==> src/rtl/pwm_multichannel.sv <==
// Multi-channel PWM with a shared period counter, edge/center alignment and
// double-buffered configuration that only commits on period boundaries.
module pwm_multichannel #(
    parameter int WIDTH    = 8,
    parameter int CHANNELS = 4,
    parameter int AW       = $clog2(CHANNELS + 2)
) (
    input  logic                clk,
    input  logic                rst,
    input  logic                en,
    input  logic                wr_en,
    input  logic [AW-1:0]       wr_addr,
    input  logic [WIDTH-1:0]    wr_data,
    output logic [CHANNELS-1:0] pwm_out,
    output logic                period_start
);

    logic [WIDTH-1:0] duty_sh      [CHANNELS];
    logic [WIDTH-1:0] duty_act     [CHANNELS];
    logic [WIDTH-1:0] duty_sh_nxt  [CHANNELS];
    logic [WIDTH-1:0] max_sh, max_act, max_sh_nxt;
    logic             mode_sh, mode_act, mode_sh_nxt;
    logic [WIDTH-1:0] cnt;
    logic             dir;
    logic             boundary;
    logic             commit;
    logic [CHANNELS-1:0] cmp;

    // Shadow values after this cycle's write; a commit loads these so a write
    // landing on the boundary cycle goes straight through to the active set.
    always_comb begin
        // NOTE: every output gets a default first so no path leaves it unassigned (no latch).
        duty_sh_nxt = duty_sh;
        max_sh_nxt  = max_sh;
        mode_sh_nxt = mode_sh;
        if (wr_en) begin
            for (int i = 0; i < CHANNELS; i++) begin
                if (wr_addr == AW'(i)) duty_sh_nxt[i] = wr_data;
            end
            if (wr_addr == AW'(CHANNELS))     max_sh_nxt  = wr_data;
            if (wr_addr == AW'(CHANNELS + 1)) mode_sh_nxt = wr_data[0];
        end
    end

    // In center mode with max_act==1 the peak and the final down-count cycle
    // coincide, so cnt==1 ends the period regardless of direction.
    always_comb begin
        if (mode_act) begin
            boundary = (max_act == '0) ||
                       ((cnt == WIDTH'(1)) && (dir || (max_act == WIDTH'(1))));
        end else begin
            boundary = (cnt == max_act);
        end
        commit = !en || boundary;
    end

    always_comb begin
        cmp = '0;
        for (int i = 0; i < CHANNELS; i++) begin
            cmp[i] = (cnt < duty_act[i]);
        end
    end

    always_ff @(posedge clk or posedge rst) begin
        if (rst) begin
            for (int i = 0; i < CHANNELS; i++) begin
                duty_sh[i]  <= '0;
                duty_act[i] <= '0;
            end
            max_sh   <= '1;
            max_act  <= '1;
            mode_sh  <= 1'b0;
            mode_act <= 1'b0;
        end else begin
            // NOTE: non-blocking assignments so every register samples pre-edge values.
            duty_sh <= duty_sh_nxt;
            max_sh  <= max_sh_nxt;
            mode_sh <= mode_sh_nxt;
            if (commit) begin
                duty_act <= duty_sh_nxt;
                max_act  <= max_sh_nxt;
                mode_act <= mode_sh_nxt;
            end
        end
    end

    always_ff @(posedge clk or posedge rst) begin
        if (rst) begin
            cnt <= '0;
            dir <= 1'b0;
        end else if (commit) begin
            cnt <= '0;
            dir <= 1'b0;
        end else if (!mode_act) begin
            cnt <= cnt + WIDTH'(1);
        end else if (!dir && (cnt == max_act)) begin
            dir <= 1'b1;
            cnt <= cnt - WIDTH'(1);
        end else if (dir) begin
            cnt <= cnt - WIDTH'(1);
        end else begin
            cnt <= cnt + WIDTH'(1);
        end
    end

    always_ff @(posedge clk or posedge rst) begin
        if (rst) begin
            pwm_out      <= '0;
            period_start <= 1'b0;
        end else begin
            pwm_out      <= en ? cmp : '0;
            period_start <= en && (cnt == '0);
        end
    end

endmodule
==> config.mk <==
export PLATFORM = sky130hd
export DESIGN_NAME = pwm_multichannel
export DESIGN_NICKNAME = d
export VERILOG_FILES = /design/src/rtl/pwm_multichannel.sv
export SDC_FILE = /design/constraint.sdc
export NUM_CORES = 1
export LEC_CHECK = 0
export BUFFER_PORTS_ARGS = -buffer_cell sky130_fd_sc_hd__buf_2
export CELL_PAD_IN_SITES_DETAIL_PLACEMENT = 1
export CELL_PAD_IN_SITES_GLOBAL_PLACEMENT = 2
export CORE_ASPECT_RATIO = 1.1
export CORE_MARGIN = 4
export CORE_UTILIZATION = 40
export DETAILED_ROUTE_END_ITERATION = 7
export PLACE_DENSITY_LB_ADDON = 0.12
export SLEW_MARGIN = 20
export SYNTH_ARGS = -nofsm -noshare
export SYNTH_HDL_FRONTEND = slang
export SYNTH_SLANG_ARGS = --single-unit
==> constraint.sdc <==
create_clock -name clk -period 2.9 [get_ports clk]
set_input_delay 0.435 -clock clk [delete_from_list [all_inputs] [get_ports clk]]
set_output_delay 0.435 -clock clk [all_outputs]
set_load 0.05 [all_outputs]
; After elaboration in Yosys (flattened, before gate mapping)
; Index checks and enable logic that the tools add are counted.
[totals]
inputBits = 15
out_inout_bits = 5
register_bits = 96
[op_classes]
reduce_logical = 14
n_lt_le_gt_ge = 4
eq_ne = 8
muxes = 18
addsub = 2
[op_table]
columns = op, count
row1 = $mux W8, 10
row2 = $lt A8 B8 Y1, 4
row3 = $mux W32, 1
row4 = $eq A8 B1 Y1 const B, 2
row5 = $logic_not A8 Y1, 2
row6 = $add A8 B1 Y8 const B, 1
row7 = $eq A8 B8 Y1, 1
row8 = $sub A8 B1 Y8 const B, 1
row9 = $eq A3 B2 Y1 const B, 2
row10 = $eq A3 B3 Y1 const B, 2
row11 = $mux W1, 6
row12 = $mux W4, 1
row13 = $reduce_bool A2 Y1, 2
row14 = $eq A3 B1 Y1 const B, 1
row15 = $logic_and A1 B1 Y1, 3
row16 = $logic_not A3 Y1, 1
row17 = $logic_or A1 B1 Y1, 3
row18 = $logic_not A1 Y1, 2
row19 = $reduce_and A2 Y1, 1

; Logic depth before layout (Yosys ltp)
[depth]
depth_word = 8
mapped_depth = 8

; Least setup slack after synthesis
; OpenSTA, ideal clock, no wires.
[synth_path]
path_type = register to register
start = register cnt[3]
end = register duty_act[0] (netlist name)
stages_incl_launch_ff = 9
period_less_slack_ns = 2.036
slack_ns = 0.864
arrival_ns = 1.911
path_buffers = 2
required_ns = 2.775
setup_ns = 0.125
cell_sequence = dfrtp_1 -> buf_6 -> xnor2_1 -> nand4_1 -> or2_4 -> mux2_4 -> nand2_8 -> buf_12 -> mux2_4
[synth_between]
elab_chain_len = 5
[synth_rtl]
columns = item, line
row1 = from (decl), 23  ; logic [WIDTH-1:0] cnt;
row2 = from (signal assigned), 95  ; cnt <= cnt + WIDTH'(1);
row3 = from (signal assigned), 98  ; cnt <= cnt - WIDTH'(1);
row4 = from (signal assigned), 100  ; cnt <= cnt - WIDTH'(1);
row5 = $eq A8 B1 Y1, 50  ; ((cnt == WIDTH'(1)) && (dir || (max_act == WIDTH'(1))));
row6 = $logic_and A1 B1 Y1, 50
row7 = $logic_or A1 B1 Y1, 49  ; boundary = (max_act == '0) ||
row8 = $mux W1 (*), 48  ; if (mode_act) begin
row9 = $logic_or A1 B1 Y1 (*), 54  ; commit = !en || boundary;
row10 = to (signal assigned), 80  ; duty_act <= duty_sh_nxt;
row11 = to (decl), 19  ; logic [WIDTH-1:0] duty_act [CHANNELS];
; Every way passes the cells marked *; elsewhere a longest branch is shown, timed or not.
; A chain may end at the register's enable or synchronous reset.

; Worst setup path in the final report
[layout_path]
start = register cnt[3]
end = register duty_act[25] (netlist name)
; The elaborated chain is that of the path after synthesis.

==> flow_metrics.env <==
export IMPL_ys_seq_area_frac=0.485
export IMPL_outcome="finished, final reports clean"
export IMPL_cts_buffer_depth=2
export IMPL_area_growth_pct=12.9
export IMPL_routed_wl_mm=10.5
export IMPL_gr_total_overflow=0
export IMPL_grt_max_degree=45
export IMPL_cts_resized=0
export IMPL_grt_pass1_wl_mm=17.2
export IMPL_synth_edf_count=0
export IMPL_die_w_microns=115
export IMPL_worstPathRequired_ns=3.13
export IMPL_num_rows=42
export IMPL_cts_root_buf="clkbuf_16"
export IMPL_drcViolationCount=0
export IMPL_cts_sinks=96
export IMPL_pin_count=20
export IMPL_crit_fanout=42
export IMPL_fillers=1258
export IMPL_vias=2936
export IMPL_h_tree_depth=3
export IMPL_final_cells=561
export IMPL_power_share_clock=0.308
export IMPL_netSwitchingFraction=0.304
export IMPL_cellPowerDensity_nw_per_um2=929
export IMPL_die_h_microns=125
export IMPL_synth_avg_cell_area_sq_um=13.2
export IMPL_cts_tree="built"
export IMPL_critPathCaptureType="flop"
export IMPL_vdd_drop_max_mv=0.396
export IMPL_drt_iter0_drc=96
export IMPL_drtAntennaViolNets=0
export IMPL_grt_pass1_vias=3238
export IMPL_drive_above_1_share=0.371
export IMPL_yosys_top_cells_area="dfrtp_1 40%, mux2_4 12%, mux2_2 9.5%"
export IMPL_grt_total_usage=0.157
export IMPL_yosysWarnings=0
export IMPL_numCtsBuffers=9
export IMPL_final_setup_viol_count=0
export IMPL_drv_cap=0
export IMPL_finalCritPeriodShare=0.849
export IMPL_skew_ns=0.00799
export IMPL_nNetsFinal=449
export IMPL_synth_ff_latch_count=96
export IMPL_cp_arrival_ns=2.70
export IMPL_tightestPinTransition_ns=0.733
export IMPL_critPathLaunchType="flop"
export IMPL_dp_slack_ns=0.439
export IMPL_async_reset_ff_frac=1.00
export IMPL_holdCritPathClass="in2async"
export IMPL_cts_hold_buf=0
export IMPL_p_int_w=0.00365
export IMPL_power_switching_w=0.00159
export IMPL_power_frac_seq=0.399
export IMPL_max_freq_mhz=406
export IMPL_slew_violations=0
export IMPL_leakage_nw=2.67
export IMPL_crit_type="reg2reg"
export IMPL_syn_num_nets=425
export IMPL_dr_pass1_iters=4
export IMPL_ys_dominant_reg_cell="dfrtp_1"
export IMPL_start_util=0.411
export IMPL_gp_congestion=0.739
export IMPL_hold_violations=0
export IMPL_cts_setup_buffers=0
export IMPL_synth_top_area_frac=0.401
export IMPL_core_sq_um=12100
export IMPL_diodes=0
export IMPL_routedWlPerCell_microns=18.7
export IMPL_port_buffers=19
export IMPL_rsz0062_at_grt="no"
export IMPL_antenna_found_initial=0
export IMPL_clk_latency_ns=0.35
export IMPL_syn_inst=378
export IMPL_dp_cells=544
export IMPL_clk_pin_slew_worst_paths_ns=0.07
export IMPL_period_needed_ns=2.46
export IMPL_slew_headroom=0.509
export IMPL_finalWorstSetupSlack_ns=0.436
export IMPL_dp_hpwl_mm=7.38
export IMPL_fin_setup_tns_ns=0
export IMPL_combPwrFrac=0.293
export IMPL_netlist_area_sq_um=4990
export IMPL_dieArea_sq_um=14300
export IMPL_yosys_area_top_type="dfrtp_1"
export IMPL_viasPerCell=5.23
export IMPL_yosysUniqueCellTypes=47
## through the flow
step           power (W)  utilization  area (sq um)  hold WS [ns]
4_1_cts          0.00531        0.463          5620         0.329
3_3_place_gp     0.00360        0.429          5210         0.478
6_report         0.00524        0.464          5640         0.100
5_1_grt          0.00559        0.464          5640         0.128
2_1_floorplan    0.00327            -          5000         0.468
3_5_place_dp     0.00367        0.429          5210         0.484
## cell usage in the layout, fill, tap and decap left out, types with 6 or more instances in the layout
master	instances
nand3_1	6
mux2_4	39
mux2_2	42
bufinv_16	6
inv_1	34
a221oi_1	6
xnor2_1	8
buf_2	19
nand2b_1	10
nor2_1	10
dfstp_2	16
a31oi_1	8
ha_1	32
nand2_1	11
clkbuf_16	9
dfrtp_1	80
buf_4	7
a21o_1	9
## registers in the layout, indices dropped and copies added, names as in the netlist
name / cells
cnt: 8
duty_act: 32
max_sh: 8
mode_act: 1
duty_sh: 32
dir: 1
mode_sh: 1
pwm_out: 4
max_act: 8
period_start: 1
## cell families after synthesis
| group | count (synthesis) | synth area share |
|---|---|---|
| compound gates | 50 | 0.0741 |
| flops | 96 | 0.485 |
| mux | 82 | 0.214 |
| fa+ha+maj | 32 | 0.0802 |
| simple gates | 60 | 0.0739 |
| buf+inv | 50 | 0.0589 |
| xor+xnor | 8 | 0.0140 |
## cell type report
type,instances,area [sq um],share of cell area
sequential,96,2420,0.430
clock buffer,10,229,0.0406
inverter,35,135,0.0240
clock inverter,6,180,0.0320
tap,154,193,0.0342
timing repair buffer,28,188,0.0333
multi-input combinational,232,2290,0.406
## path summary, 6_finish.rpt
check / startpoint / to / slack, ns / depth (start not counted)
worst max-delay path: cnt[3]$_DFF_PP0_ / duty_act[25]$_DFFE_PP0N_ / 0.44 / 6
worst min-delay path: rst / duty_act[3]$_DFFE_PP0N_ / 0.10 / 2
worst max register to register: cnt[3]$_DFF_PP0_ / duty_act[25]$_DFFE_PP0N_ / 0.44 / 6
worst min register to register: duty_sh[25]$_DFF_PP0_ / duty_sh[25]$_DFF_PP0_ / 0.50 / 1
max in group asynchronous: rst / max_sh[7]$_DFF_PP1_ / 1.98 / 4
min in group clk: wr_data[7] / duty_sh[7]$_DFF_PP0_ / 0.42 / 2
## power by group through the flow
stage          Sequential [W]  Combinational, W  Clock (W)
6_report              0.00209           0.00153    0.00161
5_1_grt               0.00215           0.00173    0.00171
4_1_cts               0.00210           0.00157    0.00165
3_5_place_dp          0.00211           0.00155          0
3_3_place_gp          0.00210           0.00150          0
2_1_floorplan         0.00205           0.00122          0
## cell usage after synthesis, types with 2 or more instances
master    instances
a22oi_1           2
buf_6             5
nand3_1           6
nand4_1           2
nand4b_1          2
nor4bb_1          2
o21bai_1          4
nor2_1           10
inv_1            35
nand2_1          11
nand3b_1          4
mux2_2           42
xnor2_1           8
a21oi_1           3
buf_12            4
dfstp_2          16
o21ai_0           5
buf_2             3
ha_1             32
a31oi_1           8
nand2b_1         10
mux2_4           39
a211oi_1          4
nor3_1            3
a21o_1            9
a221oi_1          6
and3_1            2
clkbuf_1          3
dfrtp_1          80
## critical path, stage by stage (launching register included)
cell and delay, ns:
dfrtp_1 0.66, xnor2_1 0.18, nand4_1 0.14, or2_4 0.29, mux2_4 0.30, nand2_8 0.37, mux2_2 0.38
## per-layer routing
layer,GRT usage,part of all wire
met2,0.257,0.50
met4,0.0545,0.016
met1,0.204,0.46
met5,0,0
met3,0.0324,0.023
No activity file was read; power rests on OpenSTA's default activity.
